$ cat src/rtl/seg_scan_pkg.sv
// Shared constants, types and helpers for the seven-segment scan encoder family.
package seg_scan_pkg;

  localparam int SEG_POS_W      = 3;
  localparam int SEG_NIB_W      = 4;
  localparam int SEG_NUM_DIGITS = 8;
  localparam int SEG_POS_LSB    = 0;
  localparam int SEG_NIB_LSB    = 3;
  localparam int SEG_WORD_W     = 32;
  localparam int SEG_VALUE_W    = SEG_NIB_W * SEG_NUM_DIGITS;
  localparam int SEG_RSVD_W     = SEG_WORD_W - SEG_NIB_W - SEG_POS_W;

  typedef enum logic {
    IDLE,
    SCAN
  } seg_scan_state_t;

  typedef struct packed {
    logic [SEG_RSVD_W-1:0] rsvd;
    logic [SEG_NIB_W-1:0]  nib;
    logic [SEG_POS_W-1:0]  pos;
  } seg_word_t;

  // Returns {wrap, next_pos}: the next enabled index above pos, or the lowest
  // enabled index with wrap set when nothing above pos is enabled.
  function automatic logic [SEG_POS_W:0] next_enabled(
    input logic [SEG_POS_W-1:0]      pos,
    input logic [SEG_NUM_DIGITS-1:0] en
  );
    logic [SEG_POS_W-1:0] lowest;
    logic [SEG_POS_W-1:0] above;
    logic                 found;
    lowest = '0;
    above  = '0;
    found  = 1'b0;
    for (int i = SEG_NUM_DIGITS - 1; i >= 0; i--) begin
      if (en[i]) begin
        lowest = SEG_POS_W'(i);
        if (i > int'(pos)) begin
          above = SEG_POS_W'(i);
          found = 1'b1;
        end
      end
    end
    return found ? {1'b0, above} : {1'b1, lowest};
  endfunction

  function automatic seg_word_t seg_word(
    input logic [SEG_VALUE_W-1:0] value,
    input logic [SEG_POS_W-1:0]   pos
  );
    seg_word_t w;
    w     = '0;
    w.nib = value[{pos, 2'b00} +: SEG_NIB_W];
    w.pos = pos;
    return w;
  endfunction

endpackage

$ cat src/rtl/seg_prescaler.sv
// Free-running divider producing a one-cycle tick every CLK_DIV cycles while Run is high.
module seg_prescaler #(
  parameter int CLK_DIV = 100000
) (
  input  logic Clk,
  input  logic Reset,
  input  logic Run,
  output logic Tick
);

  localparam int CNT_W = $clog2(CLK_DIV);
  localparam logic [CNT_W-1:0] TERM = CNT_W'(CLK_DIV - 1);

  logic [CNT_W-1:0] cnt_q;

  // Dropping Run discards any partial count so the next run starts a full slot.
  always_ff @(posedge Clk or negedge Reset) begin
    if (!Reset) begin
      cnt_q <= '0;
    end else if (!Run || cnt_q == TERM) begin
      cnt_q <= '0;
    end else begin
      cnt_q <= cnt_q + 1'b1;
    end
  end

  assign Tick = Run && (cnt_q == TERM);

endmodule

$ cat src/rtl/seg_scan_encoder.sv
// Time-multiplexes a 32-bit hex value into {nibble, position} words for the segment controller.
// Define SEG_SCAN_SHADOW_EN to defer loads into a shadow register committed at frame wrap.
module seg_scan_encoder
  import seg_scan_pkg::*;
#(
  parameter int CLK_DIV = 100000
) (
  input  logic                      Clk,
  input  logic                      Reset,
  input  logic [SEG_VALUE_W-1:0]    Value_In,
  input  logic                      Value_Valid,
  output logic                      Value_Ready,
  input  logic [SEG_NUM_DIGITS-1:0] Digit_En,
  output logic [SEG_WORD_W-1:0]     Seg_Display,
  output logic                      Frame_Done
);

  seg_scan_state_t      state_q;
  seg_scan_state_t      state_d;
  logic [SEG_POS_W-1:0] pos_q;
  logic [SEG_POS_W-1:0] pos_d;
  logic [SEG_VALUE_W-1:0] value_q;
  logic [SEG_VALUE_W-1:0] disp_value;
  logic                 any_en;
  logic                 run;
  logic                 tick;
  logic                 issue;
  logic                 wrap;
  seg_word_t            word_d;

  assign any_en = |Digit_En;
  assign run    = (state_q == SCAN) && any_en;

  seg_prescaler #(
    .CLK_DIV (CLK_DIV)
  ) u_prescaler (
    .Clk   (Clk),
    .Reset (Reset),
    .Run   (run),
    .Tick  (tick)
  );

  always_ff @(posedge Clk or negedge Reset) begin
    if (!Reset) begin
      state_q <= IDLE;
    end else begin
      state_q <= state_d;
    end
  end

  always_comb begin
    state_d = state_q;
    unique case (state_q)
      IDLE:    if (any_en)  state_d = SCAN;
      SCAN:    if (!any_en) state_d = IDLE;
      default: state_d = IDLE;
    endcase
  end

  // Leaving IDLE searches upward from the top digit, so it always lands on the
  // lowest enabled position and reports a wrap (new frame).
  always_comb begin
    issue = 1'b0;
    wrap  = 1'b0;
    pos_d = pos_q;
    unique case (state_q)
      IDLE: begin
        if (any_en) begin
          issue         = 1'b1;
          {wrap, pos_d} = next_enabled(SEG_POS_W'(SEG_NUM_DIGITS - 1), Digit_En);
        end
      end
      SCAN: begin
        if (tick) begin
          issue         = 1'b1;
          {wrap, pos_d} = next_enabled(pos_q, Digit_En);
        end
      end
      default: ;
    endcase
  end

  assign word_d = seg_word(disp_value, pos_d);

  // Output stage: word and frame marker registered together on each issue.
  always_ff @(posedge Clk or negedge Reset) begin
    if (!Reset) begin
      pos_q       <= '0;
      Seg_Display <= '0;
      Frame_Done  <= 1'b0;
    end else begin
      Frame_Done <= issue & wrap;
      if (issue) begin
        pos_q       <= pos_d;
        Seg_Display <= word_d;
      end
    end
  end

`ifdef SEG_SCAN_SHADOW_EN
  logic [SEG_VALUE_W-1:0] shadow_q;
  logic                   pending_q;
  logic                   commit;

  // A committing word already shows the shadowed value.
  assign commit      = issue & wrap & pending_q;
  assign disp_value  = commit ? shadow_q : value_q;
  assign Value_Ready = ~pending_q;

  always_ff @(posedge Clk or negedge Reset) begin
    if (!Reset) begin
      value_q   <= '0;
      shadow_q  <= '0;
      pending_q <= 1'b0;
    end else if (Value_Valid && !pending_q) begin
      shadow_q  <= Value_In;
      pending_q <= 1'b1;
    end else if (commit) begin
      value_q   <= shadow_q;
      pending_q <= 1'b0;
    end
  end
`else
  assign disp_value  = value_q;
  assign Value_Ready = 1'b1;

  always_ff @(posedge Clk or negedge Reset) begin
    if (!Reset) begin
      value_q <= '0;
    end else if (Value_Valid) begin
      value_q <= Value_In;
    end
  end
`endif

endmodule

$ cat config.mk
export PLATFORM = sky130hd
export DESIGN_NAME = seg_scan_encoder
export DESIGN_NICKNAME = d
export VERILOG_FILES = /design/src/rtl/seg_scan_pkg.sv /design/src/rtl/seg_prescaler.sv /design/src/rtl/seg_scan_encoder.sv
export SDC_FILE = /design/constraint.sdc
export NUM_CORES = 1
export LEC_CHECK = 0
export CORE_AREA = 5 5 99 147
export CTS_CLUSTER_SIZE = 30
export DETAILED_ROUTE_END_ITERATION = 6
export DIE_AREA = 0 0 104 152
export GPL_ROUTABILITY_DRIVEN = 0
export PLACE_DENSITY = 0.41
export SYNTH_ARGS = -nofsm -noshare
export SYNTH_HDL_FRONTEND = slang
export SYNTH_HIERARCHICAL = 1
export SYNTH_SLANG_ARGS = --single-unit
export TNS_END_PERCENT = 10
$ cat constraint.sdc
create_clock -name Clk -period 3.85 [get_ports Clk]
set_clock_uncertainty 0.2 [all_clocks]
set_input_delay 0.385 -clock Clk [delete_from_list [all_inputs] [get_ports Clk]]
set_output_delay 0.385 -clock Clk [all_outputs]
set_load 0.01 [all_outputs]
==> out/qor.csv <==
stage,metric,value,unit
status,outcome,completed,
sta,tns,0,ps
route,wl_met3,362,um
worst_setup_path,worstPathMaxFanout,10,
route,post_drt_wl_per_cell,14.8,um
route,route.vias.total,2341,
grt,overflow,0,
worst_setup_path,crit_path_end_kind,flip-flop,
worst_setup_path,critPathLaunchType,input pin,
sta,min_period,3330,ps
placement,dp_hpwl,5920,um
finish,regArea,1450,um2
synthesis,yosysWarningCount,6,
synthesis,synth_cell_types,56,
sta,fmax,0.300,GHz
worst_setup_path,worstSetupPathType,in2reg,
placement,place.port_buffers,50,
die,die_h,152,um
grt,grt_pass1_wl,12800,um
job,drv_cap,0,
cts,clk_pin_slew,50,ps
route,viasPerCell,4.52,
finish,finish.utilization,0.309,
synthesis,synth-edff-count,0,
pwr,peakVddDrop,198,uV
route,wl,7670,um
route,ant_nets,0,
cts,cts_buffer_depth,2,
pwr,comb_power_share,0.169,
finish,nets,396,
route,drc_errors,0,
die,fp.dieArea,15800,um2
grt,antenna_found_initial,0,
grt,grt_pass1_vias,2531,
pwr,intPower,1370,uW
route,drt_iter0_markers,78,
sta,setup_viol,0,
cts,numCtsBuffers,9,
sta,report.final.hold_viol_count,0,
pwr,switchingPower,475,uW
die,start_util,0.242,
sta,rsz0062_at_grt,no,
synthesis,postSynthCellCount,294,
sta,maxSlewViolCount,0,
finish,nFillCells,1414,
pwr,swShare,0.258,
finish,area_delta_synth_final,27.5,%
die,rows,52,
worst_setup_path,crit_chain,clkdlybuf4s50_1 -> nor4_1 -> nand2_1 -> and2_1 -> inv_1 -> nor2_1 -> nand2b_1 -> o31ai_4 -> nand2_1 -> o211ai_1 -> buf_4 -> mux2i_1 -> o221a_1 -> o221ai_1,
die,coreArea,13300,um2
synthesis,synth_seq_cells,58,
synthesis,avgSynthCellArea,10.9,um2
grt,grt_max_degree,38,
route,maxUsedRoutingLayer,met4,
route,met2_length,4000,um
die,ios,77,
sta,worst_slew_pin_slew,824,ps
placement,place_inst,502,
cts,cts_root_buf,clkbuf_16,
pwr,leakagePower,0.00171,uW
grt,track_usage,0.101,
pwr,powerDensity,450,nW/um2
hold_path,hp-class,reg2reg,
pwr,p_seq_frac,0.414,
cts,cts_tree,built,
cts,clk_latency,320,ps
finish,multi_input_area,1560,um2
worst_setup_path,cpMostUsedCell,nand2_1,
worst_setup_path,crit_slowest_cell,nor4_1,
cts,cts_sinks,58,
finish,final_cells,518,
die,die-width,104,um
synthesis,synth_ff_type,dfrtp_1,
synthesis,syn_area,3210,um2
synthesis,yosysSeqAreaShare,0.452,
worst_setup_path,cp.arrival,3320,ps
route,firstDrtPassIters,4,
sta,layout_worst_path_cycle_share,0.865,
sta,maxSlewHeadroom,0.451,
worst_setup_path,cp_data_required_time,3830,ps
pwr,clkPwrFrac,0.417,
synthesis,async_flop_share,1.00,
route,m1WireLength,3150,um
finish,n_antenna_cell,0,
cts,htreeDepth,3,
worst_setup_path,slowest_delay,570,ps
cts,cts-resized-gates,0,
finish,drive_gt1_frac,0.191,
-- worst paths after layout --
path	startpoint	end	slack (ps)	cells after the start
max in group asynchronous	Reset	u_prescaler/cnt_q[15]	2110	3
hold reg to reg	disp_value[27]	disp_value[27]	300	1
hold / removal	disp_value[27]	disp_value[27]	300	1
setup / recovery	Digit_En[7]	Seg_Display[5]	520	14
min in group asynchronous	Reset	disp_value[28]	520	2
setup reg to reg	u_prescaler/cnt_q[12]	Seg_Display[5]	530	10
-- registers in the layout (all words and copies together), names as in the netlist --
register / flops
Seg_Display: 5
state_q: 1
pos_q: 2
Frame_Done: 1
disp_value: 32
u_prescaler/cnt_q: 17
-- placed cells by master (no fill, tap or decap), types with 7 or more instances in the layout --
master | Yosys | final
nand2_1 | 14 | 14
dfrtp_1 | 58 | 58
buf_4 | 28 | 7
nor2_1 | 29 | 29
conb_1 | 2 | 26
inv_1 | 8 | 8
xnor2_1 | 14 | 14
mux2_2 | 32 | 32
clkbuf_16 | 0 | 9
mux2i_1 | 17 | 17
clkdlybuf4s50_1 | 0 | 49
-- area by class of cell --
class                           instances  area share
Clock buffer                           12      0.0602
Clock inverter                          3     0.00978
Inverter                                9     0.00825
Multi-Input combinational cell        216       0.382
Sequential cell                        58       0.354
Tap cell                              162      0.0495
Timing Repair Buffer                   58       0.136
-- timing repair --
item	in CTS	in global routing
hold buffers	1	0
hold endpoints to repair	36	0
setup endpoints to repair	0	0
setup buffers	0	0
-- Yosys cell counts (all sizes together) (2+ instances only) --
cell type | count | area, um2
and2 | 3 | 18.8
nand2 | 16 | 70.1
o221ai | 4 | 35.0
xnor2 | 14 | 123
nor2 | 29 | 109
o21a | 2 | 15.0
nand4 | 5 | 31.3
o221a | 4 | 45.0
nand3 | 5 | 25.0
mux2i | 17 | 170
a21o | 2 | 15.0
dfrtp | 58 | 1450
a221o | 2 | 20.0
or4 | 4 | 41.3
nand4bb | 2 | 27.5
mux2 | 32 | 360
o21ai | 3 | 15.0
conb | 2 | 7.51
nor3 | 6 | 30.0
nor4 | 6 | 37.5
inv | 9 | 33.8
a21oi | 7 | 46.3
nand2b | 3 | 18.8
a211o | 2 | 18.8
nor2b | 2 | 12.5
buf | 34 | 251
o211ai | 2 | 15.0
-- per-stage QoR --
step	worst slack, ps	power, uW	hold WS, ps	cell area (um2)
after floorplan	828	968	-111	3300
after global placement	270	1090	283	3800
after detailed placement	200	1090	287	3800
after CTS	485	1880	297	4100
after global routing	122	1940	310	4100
final	518	1840	303	4100
-- routing by layer --
layer | GRT usage | vias to the layer above
met5 | 0 | -
met4 | 0.0444 | 0
met3 | 0.0263 | 9
met2 | 0.178 | 77
met1 | 0.114 | 1136
li1 | - | 1119
-- critical path: cells and delay by family --
family | cells | cell delay [ps]
multiplexers | 1 | 250
AND/OR/NAND/NOR | 6 | 1260
AO/OA/AOI/OAI | 4 | 570
buffers and inverters | 3 | 840
-- logic make-up (layout without fill, tap and decap cells) --
group,after synthesis,in the layout,share of synthesized area
buffers and inverters,44,82,0.0900
other,2,26,0.00234
XOR/XNOR,15,15,0.0409
AND/OR/NAND/NOR,89,89,0.151
multiplexers,49,49,0.165
AO/OA/AOI/OAI,36,36,0.0946
adder cells (fa/ha/maj),1,1,0.00389
flip-flops,58,58,0.452
-- power by group through the flow --
stage	logic [uW]	registers, uW	clock network [uW]
finish	311	762	769
global route	346	773	823
CTS	317	763	798
detailed placement	315	771	0
global placement	312	773	0
floorplan	221	747	0
No activity file was read; power rests on OpenSTA's default activity.
